<file path="config.mk">
export PLATFORM = sky130hd
export DESIGN_NAME = cu_stage_flat
export DESIGN_NICKNAME = d
export VERILOG_FILES = /design/src/rtl/fft_cu_pkg.sv /design/src/rtl/cu_stage_if.sv /design/src/rtl/cu_dly_line.sv /design/src/rtl/cu_stage.sv /design/src/flat_wrapper.sv
export SDC_FILE = /design/constraint.sdc
export NUM_CORES = 1
export LEC_CHECK = 0
export ABC_AREA = 1
export BUFFER_PORTS_ARGS = -buffer_cell sky130_fd_sc_hd__buf_2
export CAP_MARGIN = 0
export CORE_MARGIN = 1
export CORE_UTILIZATION = 55
export CTS_CLUSTER_DIAMETER = 150
export DETAILED_ROUTE_END_ITERATION = 12
export PLACE_DENSITY = 0.84
export SETUP_SLACK_MARGIN = 0.3
export SLEW_MARGIN = 20
export SYNTH_ARGS = -nofsm -noshare
export SYNTH_HDL_FRONTEND = slang
export SYNTH_SLANG_ARGS = --single-unit
</file>
<file path="constraint.sdc">
create_clock -name clk -period 5.3 [get_ports clk]
set_input_delay 0.265 -clock clk [delete_from_list [all_inputs] [get_ports clk]]
set_output_delay 0.265 -clock clk [all_outputs]
set_load 0.02 [all_outputs]
</file>
<file path="src/rtl/fft_cu_pkg.sv">
// Shared types, defaults and helpers for the parametrised FFT stage control unit.
package fft_cu_pkg;

  typedef enum logic [1:0] {IDLE, RUN, DRAIN} cu_state_t;

  localparam int DEF_N_POINTS = 512;
  localparam int MAX_ADDR_W   = 12;
  localparam int MAX_DLY      = 8;

  // Twiddle index: sample address scaled by the stage stride, wrapped to the frame size.
  function automatic logic [MAX_ADDR_W-1:0] tw_index(input logic [MAX_ADDR_W-1:0] addr,
                                                     input int stage,
                                                     input int addr_w);
    logic [MAX_ADDR_W-1:0] mask;
    mask = (MAX_ADDR_W'(1) << addr_w) - MAX_ADDR_W'(1);
    return (addr << stage) & mask;
  endfunction

endpackage

</file>
<file path="src/rtl/cu_stage_if.sv">
// Alert-chain and datapath-control bundle between a stage control unit and its neighbours.
interface cu_stage_if
  import fft_cu_pkg::*;
#(
  parameter int ADDR_W = $clog2(DEF_N_POINTS)
);
  logic              alert_in;
  logic              clr;
  logic              bf_en;
  logic              mul_en;
  logic [ADDR_W-1:0] addr;
  logic [ADDR_W-1:0] tw_addr;
  logic              alert_out;
  logic              frame_done;
  logic              busy;
  logic [7:0]        frame_cnt;

  modport master (
    output alert_in, clr,
    input  bf_en, mul_en, addr, tw_addr, alert_out, frame_done, busy, frame_cnt
  );

  modport slave (
    input  alert_in, clr,
    output bf_en, mul_en, addr, tw_addr, alert_out, frame_done, busy, frame_cnt
  );
endinterface

</file>
<file path="src/rtl/cu_dly_line.sv">
// Clearable single-bit delay line; empty flags that no enable is still in flight.
module cu_dly_line #(
  parameter int DEPTH = 1
) (
  input  logic clk,
  input  logic rstn,
  input  logic clr,
  input  logic d,
  output logic q,
  output logic empty
);
  logic [DEPTH-1:0] sr;

  // NOTE: non-blocking assignment so every stage shifts from the pre-edge value of its neighbour.
  always_ff @(posedge clk or negedge rstn) begin
    if (!rstn)    sr <= '0;
    else if (clr) sr <= '0;
    else          sr <= (sr << 1) | DEPTH'(d);
  end

  assign q     = sr[DEPTH-1];
  assign empty = ~|sr;
endmodule

</file>
<file path="src/rtl/cu_stage.sv">
// FFT stage control unit: turns upstream alerts into butterfly/multiplier enables and addresses.
module cu_stage
  import fft_cu_pkg::*;
#(
  parameter int N_POINTS = DEF_N_POINTS,
  parameter int ADDR_W   = $clog2(N_POINTS),
  parameter int STAGE    = 1,
  parameter int MUL_DLY  = 1,
  parameter int OUT_DLY  = 1
) (
  input logic        clk,
  input logic        rstn,
  cu_stage_if.slave  bus
);
  localparam logic [ADDR_W-1:0] LAST = ADDR_W'(N_POINTS - 1);

  cu_state_t             state;
  logic                  bf_en;
  logic [ADDR_W-1:0]     addr;
  logic                  frame_done;
  logic                  busy;
  logic [7:0]            frame_cnt;
  logic                  mul_empty;
  logic                  out_empty;
  logic                  last_sample;
  logic [MAX_ADDR_W-1:0] tw_full;

  assign last_sample = bf_en && (addr == LAST);

  // clr wins over alert_in and suppresses the frame_done of a frame it cuts short.
  always_ff @(posedge clk or negedge rstn) begin
    if (!rstn) begin
      bf_en      <= 1'b0;
      addr       <= '0;
      frame_done <= 1'b0;
      frame_cnt  <= '0;
    end else begin
      frame_done <= 1'b0;
      if (bus.clr) begin
        bf_en <= 1'b0;
        addr  <= '0;
      end else begin
        bf_en <= bus.alert_in;
        if (bf_en) addr <= addr + ADDR_W'(1);
        if (last_sample) begin
          frame_done <= 1'b1;
          frame_cnt  <= frame_cnt + 8'd1;
        end
      end
    end
  end

  // busy is updated with the state so it tracks the registered state without extra lag.
  always_ff @(posedge clk or negedge rstn) begin
    if (!rstn) begin
      state <= IDLE;
      busy  <= 1'b0;
    end else if (bus.clr) begin
      state <= IDLE;
      busy  <= 1'b0;
    end else begin
      case (state)
        IDLE:  if (bf_en) begin
                 state <= RUN;
                 busy  <= 1'b1;
               end
        RUN:   if (last_sample) state <= DRAIN;
        DRAIN: if (bf_en) state <= RUN;
               else if (mul_empty && out_empty) begin
                 state <= IDLE;
                 busy  <= 1'b0;
               end
        default: begin
          state <= IDLE;
          busy  <= 1'b0;
        end
      endcase
    end
  end

  cu_dly_line #(.DEPTH(MUL_DLY)) u_mul_dly (
    .clk   (clk),
    .rstn  (rstn),
    .clr   (bus.clr),
    .d     (bf_en),
    .q     (bus.mul_en),
    .empty (mul_empty)
  );

  cu_dly_line #(.DEPTH(OUT_DLY)) u_out_dly (
    .clk   (clk),
    .rstn  (rstn),
    .clr   (bus.clr),
    .d     (bf_en),
    .q     (bus.alert_out),
    .empty (out_empty)
  );

  assign tw_full        = tw_index(MAX_ADDR_W'(addr), STAGE, ADDR_W);
  assign bus.tw_addr    = tw_full[ADDR_W-1:0];
  assign bus.bf_en      = bf_en;
  assign bus.addr       = addr;
  assign bus.frame_done = frame_done;
  assign bus.busy       = busy;
  assign bus.frame_cnt  = frame_cnt;
endmodule

</file>
<file path="src/flat_wrapper.sv">
// flat-port wrapper written by rule: the top's interface ports become plain ports
module cu_stage_flat import fft_cu_pkg::*;
#(
  parameter int N_POINTS = DEF_N_POINTS,
  parameter int ADDR_W   = $clog2(N_POINTS),
  parameter int STAGE    = 1,
  parameter int MUL_DLY  = 1,
  parameter int OUT_DLY  = 1
)
  (clk, rstn, bus_alert_in, bus_clr, bus_bf_en, bus_mul_en, bus_addr, bus_tw_addr, bus_alert_out, bus_frame_done, bus_busy, bus_frame_cnt);
  cu_stage_if #(.ADDR_W(ADDR_W)) bus_i ();
  input logic clk;
  input logic rstn;
  input wire logic [$bits(bus_i.alert_in)-1:0] bus_alert_in;
  input wire logic [$bits(bus_i.clr)-1:0] bus_clr;
  output wire logic [$bits(bus_i.bf_en)-1:0] bus_bf_en;
  output wire logic [$bits(bus_i.mul_en)-1:0] bus_mul_en;
  output wire logic [$bits(bus_i.addr)-1:0] bus_addr;
  output wire logic [$bits(bus_i.tw_addr)-1:0] bus_tw_addr;
  output wire logic [$bits(bus_i.alert_out)-1:0] bus_alert_out;
  output wire logic [$bits(bus_i.frame_done)-1:0] bus_frame_done;
  output wire logic [$bits(bus_i.busy)-1:0] bus_busy;
  output wire logic [$bits(bus_i.frame_cnt)-1:0] bus_frame_cnt;
  assign bus_i.alert_in = bus_alert_in;
  assign bus_i.clr = bus_clr;
  assign bus_bf_en = bus_i.bf_en;
  assign bus_mul_en = bus_i.mul_en;
  assign bus_addr = bus_i.addr;
  assign bus_tw_addr = bus_i.tw_addr;
  assign bus_alert_out = bus_i.alert_out;
  assign bus_frame_done = bus_i.frame_done;
  assign bus_busy = bus_i.busy;
  assign bus_frame_cnt = bus_i.frame_cnt;
  cu_stage #(.N_POINTS(N_POINTS), .ADDR_W(ADDR_W), .STAGE(STAGE), .MUL_DLY(MUL_DLY), .OUT_DLY(OUT_DLY)) u_core (.clk(clk), .rstn(rstn), .bus(bus_i));
endmodule
</file>
==> metrics.csv, run 1 <==
stage,metric,value,unit
outcome,status,"complete, no violations",
timing,min cycle time layout,1870,ps
worst_setup_path,Setup crit end,u_core.bus.frame_cnt[5]$_DFFE_PN0P_,
yosys,Post-synth EDFFs,0,
yosys,post-synthesis cell area,1260,um2
clocking,clock latency on the worst-skew pair,320,ps
clocking,# clock sinks,23,
power_and_ir_drop,leakage power,0.831,nW
die,Die Y,49.9,um
worst_setup_path,reg-to-reg startpoint,u_core.bus.addr[3]$_DFFE_PN0P_,
timing,final setup violation count,0,
clocking,Setup Buffers After CTS,0,
placement,placed cells,196,
drt,DRT iter0 DRCs,14,
timing,fin crit share,0.353,
placement,HPWL Detailed,1.81,mm
final_layout,nets,182,
yosys,YS warnings,0,
final_layout,ratio of cells with drive above 1 in the final layout,0.287,
worst_setup_path,Worst setup SP type,flop,
worst_hold_path,WHS Path Cells,3,
final_layout,Post-Layout Cell Count,201,
drt,DR vias/cell,5.08,
clocking,CTS tree,built,
grt,initial antenna violation count,0,
placement,port buffer count,33,
timing,Slew Limit Fails,0,
final_layout,post-route cell area,1410,um2
worst_setup_path,worst reg2reg setup slack,3430,ps
placement,Placed Instance Area,1380,um2
power_and_ir_drop,Cell Pwr Density,234,nW/um2
worst_hold_path,min-delay worst type,in -> reg,
die,site row count,16,
clocking,CTS Root Cell,clkbuf_4,
worst_setup_path,endpoint type of the worst setup path,flop,
worst_setup_path,reg-to-reg endpoint,u_core.bus.frame_cnt[5]$_DFFE_PN0P_,
worst_setup_path,Worst Setup SP,u_core.bus.addr[3]$_DFFE_PN0P_,
final_layout,area added between synthesis and finish,11.9,%
grt,vias in the first global route,994,
drt,# DRC,0,
timing,unrepaired setup endpoints after global routing,no,
worst_setup_path,Worst Path Max Fanout,6,
grt,first-pass GRT wire length,4.13,mm
clocking,H-tree Lvls,1,
yosys,Synth Net Count,154,
clocking,CTS Buffer Depth,2,
yosys,part of the Yosys area used for sequential elements,0.456,
clocking,post-CTS sizing,0,
grt,largest net degree at the start of global routing,24,
timing,f_max,0.535,GHz
yosys,top cell type's share of synthesized area,0.456,
clocking,Clock transition at path regs,130,ps
timing,Hold Fails Final Rpt,0,
die,Chip Width,49.9,um
clocking,hold buffers post-CTS,1,
placement,GP Congestion,0.785,
timing,final setup TNS,0,ps
worst_setup_path,arrival time at the worst endpoint,2100,ps
timing,Clock Skew,11.2,ps
yosys,Yosys cell types,30,
yosys,Most used DFF post-synth,dfrtp_1,
drt,total iterations of the first detailed-routing run,4,
yosys,leading cell types by count after synthesis,"nand2_1 (34), dfrtp_1 (23), inv_1 (18), buf_4 (10)",
drt,Vias,1022,
drt,Final Routed Wirelength,2.37,mm
run,reported max-cap violation count,0,
final_layout,antenna cell count,0,
grt,grt ovf,0,
worst_setup_path,Critical Path RT,5530,ps
yosys,Yosys top cell by area,dfrtp_1,
power_and_ir_drop,Worst VDD drop,0.182,mV
final_layout,fillers,168,
drt,Routed Antenna Nets,0,
die,IO Pins,35,
die,initial core utilization,0.612,
timing,hold slack final,143,ps
yosys,post-synthesis cell count,147,
yosys,Syn Area/Cell,8.59,um2
grt,gr usage total,0.223,
yosys,most frequent cell after synthesis,nand2_1,
worst_setup_path,Worst Reg2Reg Path Length in Cells,10,
yosys,Synth area leaders,"dfrtp_1 (46%), nand2_1 (10%), buf_4 (5.9%), inv_1 (5.4%), nand3_1 (3.6%)",
die,full die area,2490,um2
drt,average wire per standard cell,11.8,um
worst_setup_path,critical path type,reg -> reg,
clocking,Inserted Clock Buffers,3,
die,core area,2060,um2
yosys,Post-synth ARST share,1.00,
yosys,Synth Register Bits,23,
## sequential cells by signal (all words and copies together) (netlist names)
name	flops
u_core.bus.frame_done	1
u_core.bus.bf_en	1
u_core.bus.addr	9
u_core.state	2
u_core.u_mul_dly.q	1
u_core.bus.busy	1
u_core.bus.frame_cnt	8
## metal layers
| metal | GRT usage | vias to the layer above | routed length (um) |
|---|---|---|---|
| met2 | 0.372 | 32 | 1150 |
| li1 | - | 513 | - |
| met5 | 0 | - | 0 |
| met1 | 0.269 | 472 | 1060 |
| met3 | 0.0463 | 5 | 113 |
| met4 | 0.114 | 0 | 50 |
## worst min-delay path by stage
| stage | startpoint | end | slack (ps) |
|---|---|---|---|
| final | bus_alert_in | u_core.bus.bf_en$_DFF_PN0_ | 140 |
| after global routing | bus_alert_in | u_core.bus.bf_en$_DFF_PN0_ | 150 |
| after CTS | bus_alert_in | u_core.bus.bf_en$_DFF_PN0_ | 140 |
| after detailed placement | rstn | u_core.bus.addr[3]$_DFFE_PN0P_ | 260 |
| after global placement | rstn | u_core.bus.addr[3]$_DFFE_PN0P_ | 260 |
| after floorplan | rstn | u_core.bus.addr[0]$_DFFE_PN0P_ | -30 |
## per-stage QoR
| step | utilization | setup WS [ps] | total power [mW] |
|---|---|---|---|
| finish | 0.685 | 3430 | 0.331 |
| CTS | 0.685 | 3420 | 0.333 |
| global placement | 0.667 | 3500 | 0.248 |
| detailed placement | 0.667 | 3430 | 0.252 |
| floorplan | - | 3470 | 0.237 |
| global route | 0.685 | 3210 | 0.349 |
## cell usage in the layout (no fill, tap or decap), types with 2 or more instances in the layout
cell	n
nor2_2	4
nand4_1	2
buf_2	33
dfrtp_1	23
a22o_1	2
nor2_1	9
xor2_1	2
inv_1	18
nand3_1	9
nor2_4	2
inv_4	2
nand2_4	2
o21ai_1	2
clkbuf_4	3
nor3_1	3
nand2_1	34
ha_1	3
o21ai_0	2
a21oi_1	6
## layout make-up
cell class | instances | area [um2] | area share
Inverter | 21 | 83.8 | 0.0593
Timing Repair Buffer | 34 | 175 | 0.124
Tap cell | 27 | 33.8 | 0.0239
Sequential cell | 23 | 576 | 0.407
Clock inverter | 1 | 5.00 | 0.00354
Clock buffer | 3 | 22.5 | 0.0159
Multi-Input combinational cell | 92 | 517 | 0.366
## logic make-up after synthesis
family / synth area share
other: 0.00297
flip-flops: 0.456
buffers and inverters: 0.135
AO/OA/AOI/OAI: 0.0714
AND/OR/NAND/NOR: 0.284
adder cells (fa/ha/maj): 0.0297
XOR/XNOR: 0.0208
## worst max-delay path, cell delays in order, from the launching register on
cell and delay (ps):
dfrtp_1 430, nand2_1 120, nor2_2 190, nand3_1 90, nor3b_1 200, ha_1 240, nand3_4 150, inv_4 120
nand2_4 60, o21ai_1 120, nand2_1 70
## report_power, final
group          internal (mW)  switching [mW]  total, mW
Combinational         0.0191          0.0358     0.0550
Clock                 0.0283          0.0538     0.0821
Sequential             0.186         0.00806      0.194
Note: power is estimated with default switching activity, not from simulation.
==> inputs of run 2 (changes only) <==
CORE_UTILIZATION = 46   (was 55)
PLACE_DENSITY = 0.75   (was 0.84)
clock period = 1.7 ns   (was 5.3 ns; I/O delays follow)
==> run 2 against run 1 <==
Against the previous run: first-iteration DRC count up 14%; register-to-register slack worse by 3300 ps; global-route usage is 3.2 points lower; final cell count increased by 8.5%; non-clock buffer count grew 14; largest power group unchanged.
==> metrics.csv, run 2 (synthesis results as in run 1) <==
stage,metric,value,unit,change
outcome,status,"complete, no violations",,unchanged
grt,initial antenna violation count,0,,unchanged
worst_setup_path,endpoint type of the worst setup path,flop,,unchanged
clocking,H-tree Lvls,1,,unchanged
final_layout,nets,196,,was 182
timing,unrepaired setup endpoints after global routing,yes,,was no
worst_setup_path,Worst setup SP type,flop,,unchanged
final_layout,"commonest cells after routing, fill and taps aside","buf_2 (33), nand2_1 (29), inv_1 (17), dfrtp_1 (17), buf_4 (11)",,"was nand2_1 (34), buf_2 (33), dfrtp_1 (23)"
timing,hold slack final,33.4,ps,was 143 ps
die,Die Y,54.4,um,was 49.9 um
timing,fin crit share,0.924,,was 0.353
timing,final setup TNS,0,ps,unchanged
placement,port buffer count,33,,unchanged
final_layout,antenna cell count,0,,unchanged
final_layout,Top Registers,"u_core.bus.addr x9, u_core.bus.frame_cnt x8, u_core.state x2",,unchanged
drt,# DRC,0,,unchanged
worst_setup_path,critical path type,reg -> reg,,unchanged
final_layout,area added between synthesis and finish,27.0,%,was 11.9%
timing,Clock Skew,11.1,ps,was 11.2 ps
drt,DRT iter0 DRCs,16,,was 14
grt,first-pass GRT wire length,4.01,mm,was 4.13 mm
drt,average wire per standard cell,11.3,um,was 11.8 um
power_and_ir_drop,leakage power,0.913,nW,was 0.831 nW
power_and_ir_drop,Cell Pwr Density,645,nW/um2,was 234 nW/um2
drt,Vias,1075,,"was 1,022"
worst_setup_path,Worst Path Max Fanout,4,,was 6
final_layout,ratio of cells with drive above 1 in the final layout,0.431,,was 0.287
die,core area,2540,um2,was 2060 um2
power_and_ir_drop,Final Power,1.03,mW,was 0.331 mW
drt,Final Routed Wirelength,2.45,mm,was 2.37 mm
die,IO Pins,35,,unchanged
die,full die area,2960,um2,was 2490 um2
timing,Hold Fails Final Rpt,0,,unchanged
worst_setup_path,arrival time at the worst endpoint,1840,ps,was 2100 ps
power_and_ir_drop,Worst VDD drop,0.581,mV,was 0.182 mV
grt,vias in the first global route,973,,was 994
die,Chip Width,54.4,um,was 49.9 um
timing,Slew Limit Fails,0,,unchanged
die,initial core utilization,0.496,,was 0.612
grt,gr usage total,0.191,,was 0.223
timing,final setup margin,130,ps,was 3430 ps
timing,f_max,0.637,GHz,was 0.535 GHz
run,reported max-cap violation count,0,,unchanged
grt,grt ovf,0,,unchanged
clocking,CTS Buffer Depth,2,,unchanged
drt,Routed Antenna Nets,0,,unchanged
die,site row count,18,,was 16
final_layout,largest reg by FF count,u_core.bus.addr,,unchanged
timing,final setup violation count,0,,unchanged
clocking,CTS tree,built,,unchanged
timing,min cycle time layout,1570,ps,was 1870 ps
clocking,# clock sinks,23,,unchanged
drt,total iterations of the first detailed-routing run,4,,unchanged
placement,GP Congestion,0.737,,was 0.785
placement,Place WS,4.15,ps,was 3430 ps
worst_setup_path,Critical Path RT,1970,ps,was 5530 ps
placement,HPWL Detailed,1.77,mm,was 1.81 mm
final_layout,Post-Layout Cell Count,218,,was 201
clocking,clock latency on the worst-skew pair,310,ps,was 320 ps
worst_hold_path,min-delay worst type,in -> reg,,unchanged
clocking,CTS Root Cell,clkbuf_4,,unchanged
grt,largest net degree at the start of global routing,24,,unchanged
final_layout,"commonest non-fill, non-tap cell in the layout",buf_2,,was nand2_1
final_layout,max reg flops,9,,unchanged
clocking,Inserted Clock Buffers,3,,unchanged
drt,DR vias/cell,4.93,,was 5.08
placement,placed cells,203,,was 196
clocking,Clock transition at path regs,130,ps,about the same
==> run 2: cell count changes in the layout (fill, tap and decap cells not counted), moves of 2 or more <==
cell and delta:
buf_6 +2, ha_1 -2, nand2_2 +4, nand2_1 -5, buf_4 +11, dfrtp_2 +6, dfrtp_1 -6, nor2_4 +2
nor2_2 -2
==> run 2: cell type report <==
cell class                      instances  area (um2)
Fill cell                             244         942
Sequential cell                        23         583
Multi-Input combinational cell         92         581
Timing Repair Buffer                   48         290
Inverter                               21        83.8
Tap cell                               30        37.5
Clock buffer                            3        22.5
Clock inverter                          1        5.00
==> run 2: repair_timing <==
action	CTS	global route
endpoints found under the setup margin	12	12
hold buffers	2	0
gates resized for setup	5	9
pin swaps	4	8
setup buffers	6	3
hold endpoints to repair	24	0
==> run 2: path summary, 6_finish.rpt <==
kind	startpoint	end	slack (ps)	depth (start not counted)
min in group asynchronous	rstn	u_core.u_mul_dly.q$_DFF_PN0_	240	2
hold reg to reg	u_core.bus.busy$_DFFE_PN0P_	u_core.bus.busy$_DFFE_PN0P_	480	2
max in group asynchronous	rstn	u_core.bus.addr[5]$_DFFE_PN0P_	1080	2
setup / recovery	u_core.bus.addr[0]$_DFFE_PN0P_	u_core.bus.frame_cnt[1]$_DFFE_PN0P_	130	10
setup reg to reg	u_core.bus.addr[0]$_DFFE_PN0P_	u_core.bus.frame_cnt[1]$_DFFE_PN0P_	130	10
hold / removal	bus_clr	u_core.bus.bf_en$_DFF_PN0_	30	2
==> run 2: where the power goes <==
group	internal (mW)	switching, mW
Combinational	0.0666	0.112
Sequential	0.579	0.0234
Clock	0.0880	0.165
==> run 2: worst max-delay path, cell delays in order (launching register included) <==
cell     delay, ps
dfrtp_2        410
ha_4           160
nand3_2         70
nor3b_2        160
ha_2           220
nand3_4        120
inv_4          100
buf_6           90
buf_6           90
nand2_2         40
nand2_1         60
==> run 2: routing by layer <==
metal / global-route usage / up-vias / routed length [um]
li1: - / 534 / -
met1: 0.229 / 508 / 1020
met2: 0.343 / 30 / 1310
met3: 0.0278 / 3 / 107
met4: 0.0684 / 0 / 20
met5: 0 / - / 0
==> run 2: per-stage QoR <==
step           cell area [um2]  utilization
5_1_grt                   1600        0.630
3_3_place_gp              1440        0.564
3_5_place_dp              1440        0.564
2_1_floorplan             1290            -
6_report                  1600        0.630
4_1_cts                   1550        0.611
==> inputs of run 3 (changes only) <==
SETUP_SLACK_MARGIN = 0.2   (was 0.3)
==> run 3 against run 2 <==
Against the previous run: final cell count increased by 0.92%; sequential power is essentially flat; sequential cell count did not move; design area grew 1.0%; die area unchanged; clock skew is 3.9 ps lower; register-to-register slack worse by 60 ps; setup slack worse by 64 ps; power increased by 2.9%; count of clock-buffer cells in the layout unchanged; hold slack better by 7.4 ps.
==> metrics.csv, run 3 (synthesis results as in run 1) <==
stage,metric,value,unit,change
drt,# DRC,0,,unchanged
grt,gr usage total,0.203,,was 0.191
clocking,clock latency on the worst-skew pair,320,ps,was 310 ps
power_and_ir_drop,Worst VDD drop,0.490,mV,was 0.581 mV
worst_setup_path,worst path buffer plus inverter count,2,,was 3
final_layout,Post-Layout Cell Count,220,,was 218
worst_setup_path,Worst Setup SP,u_core.bus.addr[4]$_DFFE_PN0P_,,was u_core.bus.addr[0]$_DFFE_PN0P_
worst_hold_path,min-delay worst type,in -> reg,,unchanged
final_layout,antenna cell count,0,,unchanged
clocking,CTS Buffer Depth,2,,unchanged
grt,initial antenna violation count,0,,unchanged
drt,average wire per standard cell,12.0,um,was 11.3 um
final_layout,ratio of cells with drive above 1 in the final layout,0.426,,was 0.431
grt,largest net degree at the start of global routing,24,,unchanged
power_and_ir_drop,clock power share,0.247,,was 0.244
placement,port buffer count,33,,unchanged
final_layout,largest reg by FF count,u_core.bus.addr,,unchanged
placement,HPWL Detailed,1.85,mm,was 1.77 mm
die,Chip Width,54.4,um,unchanged
placement,Placed Instance Area,1440,um2,unchanged
power_and_ir_drop,Internal,0.740,mW,was 0.734 mW
final_layout,post-route cell area,1620,um2,was 1600 um2
final_layout,area added between synthesis and finish,28.2,%,was 27.0%
drt,total iterations of the first detailed-routing run,4,,unchanged
drt,Vias,1091,,"was 1,075"
placement,placed cells,203,,unchanged
timing,unrepaired setup endpoints after global routing,yes,,unchanged
drt,DRT iter0 DRCs,14,,was 16
outcome,status,"complete, no violations",,unchanged
die,Die Y,54.4,um,unchanged
timing,f_max,0.612,GHz,was 0.637 GHz
die,IO Pins,35,,unchanged
grt,first-pass GRT wire length,4.15,mm,was 4.01 mm
timing,Max-slew headroom,0.659,,
grt,grt ovf,0,,unchanged
clocking,Clock transition at path regs,130,ps,about the same
final_layout,"commonest non-fill, non-tap cell in the layout",buf_2,,unchanged
worst_hold_path,min-delay src,bus_clr,,unchanged
power_and_ir_drop,Final Power,1.06,mW,was 1.03 mW
power_and_ir_drop,leakage power,0.923,nW,was 0.913 nW
worst_setup_path,Critical Path RT,1930,ps,was 1970 ps
timing,Hold Fails Final Rpt,0,,unchanged
worst_setup_path,"Slowest-stage cell, CP",dfrtp_2,,unchanged
worst_setup_path,critical path type,reg -> reg,,unchanged
die,core area,2540,um2,unchanged
final_layout,Top Registers,"u_core.bus.addr x9, u_core.bus.frame_cnt x8, u_core.state x2",,unchanged
timing,Slew Limit Fails,0,,unchanged
worst_setup_path,Crit path max-delay family,simple AND/OR/NAND/NOR gates,,unchanged
clocking,CTS tree,built,,unchanged
worst_setup_path,"slowest stage delay, CP",410,ps,about the same
die,initial core utilization,0.496,,unchanged
worst_setup_path,reg-to-reg startpoint,u_core.bus.addr[4]$_DFFE_PN0P_,,was u_core.bus.addr[0]$_DFFE_PN0P_
timing,final setup violation count,0,,unchanged
power_and_ir_drop,Reg power frac,0.568,,was 0.583
timing,min cycle time layout,1630,ps,was 1570 ps
timing,measured slew at the worst slew-check pin,511,ps,
drt,DR vias/cell,4.96,,was 4.93
drt,Final Routed Wirelength,2.64,mm,was 2.45 mm
power_and_ir_drop,Cell Pwr Density,658,nW/um2,was 645 nW/um2
final_layout,nets,198,,was 196
worst_setup_path,Worst setup SP type,flop,,unchanged
clocking,CTS Root Cell,clkbuf_4,,unchanged
power_and_ir_drop,Comb pwr share,0.185,,was 0.173
run,reported max-cap violation count,0,,unchanged
placement,GP Congestion,0.776,,was 0.737
worst_setup_path,arrival time at the worst endpoint,1860,ps,was 1840 ps
clocking,Inserted Clock Buffers,3,,unchanged
worst_setup_path,worst reg2reg setup slack,70,ps,was 130 ps
worst_setup_path,cell mode on critical path,nand2_1,,was buf_6
final_layout,max reg flops,9,,unchanged
power_and_ir_drop,Sw Ratio,0.305,,was 0.290
grt,vias in the first global route,993,,was 973
worst_setup_path,crit-path cells,nand2_4 > nor2_4 > nand3_2 > nor3b_2 > ha_2 > nand3_4 > buf_4 > buf_6 > nand2_1 > nand2_1,,was ha_4 > nand3_2 > nor3b_2 > ha_2 > nand3_4 > inv_4 > buf_6 > buf_6 > nand2_2 > nand2_1
power_and_ir_drop,P_sw,0.325,mW,was 0.300 mW
clocking,# clock sinks,23,,unchanged
worst_setup_path,Worst Path Max Fanout,6,,was 4
worst_setup_path,endpoint type of the worst setup path,flop,,unchanged
timing,Clock Skew,7.16,ps,was 11.1 ps
die,site row count,18,,unchanged
drt,Routed Antenna Nets,0,,unchanged
die,full die area,2960,um2,unchanged
final_layout,"commonest cells after routing, fill and taps aside","buf_2 (33), nand2_1 (32), dfrtp_1 (18)",,"was buf_2 (33), nand2_1 (29), inv_1 (17), dfrtp_1 (17), buf_4 (11)"
clocking,H-tree Lvls,1,,unchanged
timing,fin crit share,0.962,,was 0.924
==> run 3: cell count changes in the layout (fill, tap and decap cells not counted), sizes merged <==
cell	change
clkinv	-1
clkinvlp	+1
buf	+2
==> run 3: repair_timing <==
action / in CTS / in global routing
buffers inserted: 8 / 3
endpoints found under the setup margin: 10 / 11
hold buffers: 2 / 0
resized for setup: 9 / 3
pin swaps: 5 / 4
endpoints found under the hold margin: 24 / 0
==> run 3: metrics by stage <==
stage | hold slack, ps | util | worst slack [ps] | TNS [ps]
after floorplan | -211 | - | 29.1 | 0
after global placement | 84.5 | 0.564 | 54.1 | 0
after detailed placement | 81.1 | 0.564 | -5.62 | -5.73
after CTS | 44.7 | 0.621 | 45.7 | 0
after global routing | 34.6 | 0.636 | -71.8 | -170
final | 40.8 | 0.636 | 65.3 | 0
==> run 3: power groups by stage <==
stage,combinational [mW],clock (mW),sequential [mW]
global placement,0.167,0,0.611
CTS,0.193,0.265,0.602
floorplan,0.119,0,0.621
finish,0.197,0.263,0.605
detailed placement,0.175,0,0.612
global route,0.219,0.289,0.608
==> run 3: cell type report <==
cell class | instances | area [um2]
fillers | 256 | 926
flip-flops and latches | 23 | 582
multi-input cells | 92 | 581
repair buffers | 50 | 305
inverters | 21 | 83.8
well taps | 30 | 37.5
clock buffers | 3 | 22.5
clock inverters | 1 | 7.51
==> run 3: final timing paths <==
path	end	cells past startpoint
worst max-delay path	u_core.bus.frame_cnt[7]$_DFFE_PN0P_	10
worst min-delay path	u_core.bus.bf_en$_DFF_PN0_	2
worst max register to register	u_core.bus.frame_cnt[7]$_DFFE_PN0P_	10
worst min register to register	u_core.bus.busy$_DFFE_PN0P_	2
max in group asynchronous	u_core.bus.addr[5]$_DFFE_PN0P_	2
min in group asynchronous	u_core.bus.bf_en$_DFF_PN0_	2
==> run 3: per-layer routing <==
layer | global-route usage | share of wire
met5 | 0 | 0
met1 | 0.213 | 0.41
met3 | 0.0278 | 0.049
met2 | 0.396 | 0.53
met4 | 0.0812 | 0.0087
==> run 3: worst register-to-register path, delay by kind of cell, from the launching register on <==
kind | cells | cell delay, ps
flip-flops | 1 | 410
adder cells (fa/ha/maj) | 1 | 220
AND/OR/NAND/NOR | 7 | 630
buffers and inverters | 2 | 300
